--- src/rtl/imm_encode_loader.sv ---
// imm_encode_loader
//   Packs RV32I instruction fields and a full 32-bit immediate into a legal
//   instruction word, then streams the words into instruction memory at
//   consecutive word addresses. Each immediate is range-checked when its
//   bundle is accepted. The address of the first committed word that failed
//   the check is kept.
//
// Ports:
//   clock, reset      system clock; asynchronous active-high reset
//   restart           synchronous rewind to BASE_ADDR, drops any pending word
//   in_valid/in_ready field bundle handshake
//   in_fmt            0=R 1=I 2=S 3=B 4=U 5=J (6,7 illegal -> NOP, flagged)
//   in_opcode, in_rd, in_rs1, in_rs2, in_funct3, in_funct7, in_imm
//                     instruction fields and signed immediate
//   mem_we/mem_ack    write request, held until acknowledged
//   mem_addr          byte address of the current word
//   mem_wdata         encoded instruction word
//   word_count        committed words since reset/restart (saturating)
//   err, err_addr     sticky error flag and address of first bad word
module imm_encode_loader #(
    parameter int unsigned          ADDR_W    = 32,
    parameter logic [ADDR_W-1:0]    BASE_ADDR = '0
) (
    input  logic              clock,
    input  logic              reset,
    input  logic              restart,
    input  logic              in_valid,
    output logic              in_ready,
    input  logic [2:0]        in_fmt,
    input  logic [6:0]        in_opcode,
    input  logic [4:0]        in_rd,
    input  logic [4:0]        in_rs1,
    input  logic [4:0]        in_rs2,
    input  logic [2:0]        in_funct3,
    input  logic [6:0]        in_funct7,
    input  logic [31:0]       in_imm,
    output logic              mem_we,
    output logic [ADDR_W-1:0] mem_addr,
    output logic [31:0]       mem_wdata,
    input  logic              mem_ack,
    output logic [15:0]       word_count,
    output logic              err,
    output logic [ADDR_W-1:0] err_addr
);

    typedef enum logic [2:0] {
        FMT_R = 3'd0,
        FMT_I = 3'd1,
        FMT_S = 3'd2,
        FMT_B = 3'd3,
        FMT_U = 3'd4,
        FMT_J = 3'd5
    } fmt_e;

    localparam logic [31:0] NOP_WORD = 32'h0000_0013;

    logic [31:0] enc_word;
    logic        enc_bad;
    logic        word_bad;   // range/format flag travelling with mem_wdata
    logic        accept;
    logic        commit;

    assign in_ready = !restart && (!mem_we || mem_ack);
    assign accept   = in_valid && in_ready;
    assign commit   = mem_we && mem_ack;

    // Field packing and range check. Out-of-range values are still packed,
    // truncated to whatever immediate bits the format carries.
    always_comb begin
        enc_word = NOP_WORD;
        enc_bad  = 1'b1;
        case (in_fmt)
            FMT_R: begin
                enc_word = {in_funct7, in_rs2, in_rs1, in_funct3, in_rd, in_opcode};
                enc_bad  = 1'b0;
            end
            FMT_I: begin
                enc_word = {in_imm[11:0], in_rs1, in_funct3, in_rd, in_opcode};
                enc_bad  = ($signed(in_imm) < -2048) || ($signed(in_imm) > 2047);
            end
            FMT_S: begin
                enc_word = {in_imm[11:5], in_rs2, in_rs1, in_funct3,
                            in_imm[4:0], in_opcode};
                enc_bad  = ($signed(in_imm) < -2048) || ($signed(in_imm) > 2047);
            end
            FMT_B: begin
                enc_word = {in_imm[12], in_imm[10:5], in_rs2, in_rs1, in_funct3,
                            in_imm[4:1], in_imm[11], in_opcode};
                enc_bad  = ($signed(in_imm) < -4096) || ($signed(in_imm) > 4094)
                           || in_imm[0];
            end
            FMT_U: begin
                enc_word = {in_imm[31:12], in_rd, in_opcode};
                enc_bad  = |in_imm[11:0];
            end
            FMT_J: begin
                enc_word = {in_imm[20], in_imm[10:1], in_imm[11], in_imm[19:12],
                            in_rd, in_opcode};
                enc_bad  = ($signed(in_imm) < -1048576)
                           || ($signed(in_imm) > 1048574) || in_imm[0];
            end
            default: begin
                enc_word = NOP_WORD;
                enc_bad  = 1'b1;
            end
        endcase
    end

    always_ff @(posedge clock or posedge reset) begin
        if (reset) begin
            mem_we     <= 1'b0;
            mem_wdata  <= '0;
            mem_addr   <= BASE_ADDR;
            word_count <= '0;
            err        <= 1'b0;
            err_addr   <= '0;
            word_bad   <= 1'b0;
        end else if (restart) begin
            mem_we     <= 1'b0;
            mem_addr   <= BASE_ADDR;
            word_count <= '0;
            err        <= 1'b0;
            err_addr   <= '0;
            word_bad   <= 1'b0;
        end else begin
            if (commit) begin
                mem_addr <= mem_addr + ADDR_W'(4);
                if (word_count != 16'hFFFF)
                    word_count <= word_count + 16'd1;
                if (word_bad && !err) begin
                    err      <= 1'b1;
                    err_addr <= mem_addr;
                end
            end
            // A new accept on the commit edge reloads the stage, keeping mem_we
            // high so one word per cycle streams through.
            if (accept) begin
                mem_we    <= 1'b1;
                mem_wdata <= enc_word;
                word_bad  <= enc_bad;
            end else if (commit) begin
                mem_we <= 1'b0;
            end
        end
    end

endmodule

--- config.mk ---
export PLATFORM = sky130hd
export DESIGN_NAME = imm_encode_loader
export DESIGN_NICKNAME = d
export VERILOG_FILES = /design/src/rtl/imm_encode_loader.sv
export SDC_FILE = /design/constraint.sdc
export NUM_CORES = 1
export LEC_CHECK = 0
export ABC_AREA = 1
export CAP_MARGIN = 15
export CORE_ASPECT_RATIO = 0.8
export CORE_MARGIN = 2
export CORE_UTILIZATION = 48
export DETAILED_ROUTE_END_ITERATION = 6
export PLACE_DENSITY = 0.92
export SYNTH_ARGS = -nofsm -noshare
export SYNTH_HDL_FRONTEND = slang
export SYNTH_SLANG_ARGS = --single-unit
--- constraint.sdc ---
create_clock -name clock -period 4.8 [get_ports clock]
set_input_delay 1.44 -clock clock [delete_from_list [all_inputs] [get_ports clock]]
set_output_delay 1.44 -clock clock [all_outputs]
set_load 0.01 [all_outputs]
==> metrics.md <==
| Metric | Value |
|---|---|
| Status | `completed` |
| Layout area overhead | `37.9%` |
| Total of max-cap violations | `0` |
| Commonest non-fill, non-tap cell in the layout | `nand2_1` |
| Starting density of the core | `between 40% and 50%` |
| Final Core Density | `about 68%` |
| Final Max Slew Viols | `0` |
| FF+latch count, synth | `approximately 110` |
| Final Setup Violations | `0` |
| DR WL/cell | `approximately 17 um` |
| Clock buffer depth | `2` |
| XOR/XNOR Fraction of Synth Area | `under 10%` |
| Leakage power | `around 3.6 nW` |
| Worst EP required | `~3.4 ns` |
| Detailed Route WL | `roughly 19 mm` |
| Clock root buffer master | `clkbuf_16` |
| Critical Path AT | `2.73 ns` |
| Share of post-route cells with drive strength above 1 | `5.93%` |
| Initial antenna violation count | `0` |
| Worst VDD drop | `approximately 0.18 mV` |
| Synth Instances | `796` |
| Hold path startpoint | `mem_wdata[14]` |
| RSZ-0062 raised after global routing | `no` |
| Vias in the first global route | `6031` |
| Most frequent cells in the layout | `187 x nand2_1, 184 x clkdlybuf4s50_1, 112 x dfrtp_1` |
| Startpoint types | `input pin` |
| Drt first-iter violations | `~560` |
| Postcts setup bufs | `0` |
| # diodes | `0` |
| Period minus WS final | `4.17 ns` |
| Width of the die | `around 130 um` |
| IO Port Bufs | `approximately 180` |
| DR pass1 iterations | `6` |
| Clk pin slew, worst setup/hold paths | `0.07 ns` |
| Setup CP Type | `in2out` |
| H-tree levels | `3` |
| Total power | `approximately 2.2 mW` |
| Core ar. | `around 0.012 mm2` |
| Critical Path Fanout Max | `2` |
| R2R cell count | `10` |
| Fmax | `240 MHz` |
| Post-cts resize count | `0` |
| Rel. slew slack | `37.1%` |
| Main flop type after synthesis | `dfrtp_1` |
| Largest family of logic cells by synthesized area | `simple AND/OR/NAND/NOR gates` |
| Nets | `between 1000 and 1500` |
| Num rows | `36` |
| Placer congestion estimate | `between 0.9 and 1` |
| Hold Path Sink | `mem_wdata[14]` |
| DRC violations left | `0` |
| Worst setup EP type | `output port` |
| DR vias | `a little over 6000` |
| Share of synthesized registers carrying an async set or reset | `100%` |
| Die Y | `105 um` |
| Synth Area per Inst | `around 7.7 um2` |
| Compound-Gate Fraction of Synth Area | `between 10% and 20%` |
| CTS tree | `yes` |
| PwrDens | `roughly 260 mW/mm2` |
| Post-synthesis mux area share | `0.657%` |
| Via/cell ratio | `5.39` |
| IO Pins | `187` |
| Grt total ovfl | `0` |
| Fin. Hold Viols | `0` |
| Register area share after synthesis | `a little under half` |
| Clock skew | `just over 0.009 ns` |
| Adder-Cell Fraction of Synth Area | `less than 1%` |
| Setup_tns | `0 ns` |
| FF-to-FF setup slack | `between 2 and 3 ns` |
| Global Route Usage Sum | `between 20% and 30%` |
| EDFF count, synth | `0` |
| Die ar. | `~0.014 mm2` |
| Sinks on Clock Net | `112` |
| Simple-gate area share of the yosys netlist | `roughly 27%` |
| Hpwl dp | `between 10 and 15 mm` |
| Yosys cell types | `between 40 and 50` |
| Tightest Pin Transition | `0.941 ns` |
| RR Endpoint | `word_count[9]` |
| Hold-fix buffers at CTS | `0` |
| Clk_lat worst skew | `0.36 ns` |
| Largest net degree at the start of global routing | `59` |
| First-pass GRT wire length | `just over 30 mm` |
| Fin crit share | `around 87%` |
| TritonCTS Buffers | `9` |
| RR Startpoint | `mem_we` |
| Hold path cells | `2` |
| Syn Std Cell Area | `0.00610 mm2` |
| Worst min path class | `reg2reg` |
| Final ANT Viol Nets | `0` |
| Fillers | `between 1000 and 1500` |
| Syn. warnings | `0` |
## kinds of logic after synthesis
group | count (synthesis)
adder cells (fa/ha/maj) | 2
AND/OR/NAND/NOR | 371
AO/OA/AOI/OAI | 151
XOR/XNOR | 8
other | 1
multiplexers | 4
flip-flops | 112
buffers and inverters | 147
## worst max-delay path: stages
cell             delay (ns)
clkdlybuf4s50_1        0.49
inv_1                  0.04
nand2_1                0.05
inv_1                  0.04
nor2_1                 0.11
clkdlybuf4s50_1        0.55
## Yosys cell counts, types with 4 or more instances
cell type	number	area, um2
nand2_1	187	702
dfrtp_1	112	2800
inv_1	112	420
nor2_1	67	251
o21ai_0	64	320
nand3_1	46	230
a21oi_1	26	130
nand4_1	25	156
o22ai_1	25	156
nor3_1	16	80.1
buf_2	10	50.1
clkbuf_1	10	37.5
inv_2	7	26.3
o31ai_1	7	52.6
xor2_1	7	61.3
a22o_1	6	52.6
nor2_2	6	37.5
a31oi_1	4	25.0
mux2i_1	4	40.0
nand2_2	4	25.0
nor3_2	4	40.0
nor4_1	4	25.0
o21ai_1	4	20.0
or2_2	4	25.0
## power breakdown
| part | internal, mW | total [mW] | switching, mW |
|---|---|---|---|
| Combinational | 0.180 | 0.367 | 0.187 |
| Sequential | 0.991 | 1.02 | 0.0333 |
| Clock | 0.461 | 0.824 | 0.363 |
## layout make-up
cell class,instances,area [um2],area share [%]
Multi-Input combinational cell,538,2710,32.3
Inverter,121,459,5.46
Sequential cell,112,2800,33.3
Clock buffer,10,229,2.72
Tap cell,171,214,2.55
Timing Repair Buffer,191,1890,22.5
Clock inverter,6,92.6,1.10
## worst max-delay path by stage
stage,endpoint,slack [ns],depth (start not counted),startpoint
after floorplan,err,0.40,1,reset
after global placement,in_ready,0.64,6,mem_ack
after detailed placement,in_ready,0.64,6,mem_ack
after CTS,in_ready,0.64,6,mem_ack
after global routing,in_ready,0.51,6,mem_ack
final,in_ready,0.63,6,mem_ack
## routing by layer
| metal | wire length [um] | share of wire, % | GRT usage, % | vias up |
|---|---|---|---|---|
| met1 | 8340 | 44 | 41.3 | 2899 |
| met5 | 0 | 0 | 0 | - |
| met3 | 1640 | 8.6 | 6.09 | 22 |
| li1 | - | - | - | 2975 |
| met2 | 8740 | 46 | 44.4 | 293 |
| met4 | 290 | 1.5 | 7.07 | 0 |
## metrics by stage
stage / cell area, um2 / hold WS, ns / std cells / setup slack (ns)
floorplan: 6100 / 0.515 / 797 / 0.401
CTS: 8400 / 0.490 / 1149 / 0.635
detailed placement: 8080 / 0.471 / 1133 / 0.635
global route: 8400 / 0.503 / 1149 / 0.510
finish: 8400 / 0.484 / 1149 / 0.631
global placement: 8080 / 0.462 / 1133 / 0.638
## flip-flops by register name (all words and copies together) (netlist names)
signal and flops:
err 1, err_addr 31, mem_addr 30, mem_wdata 32, mem_we 1, word_bad 1, word_count 16
Note: power is estimated with default switching activity, not from simulation.
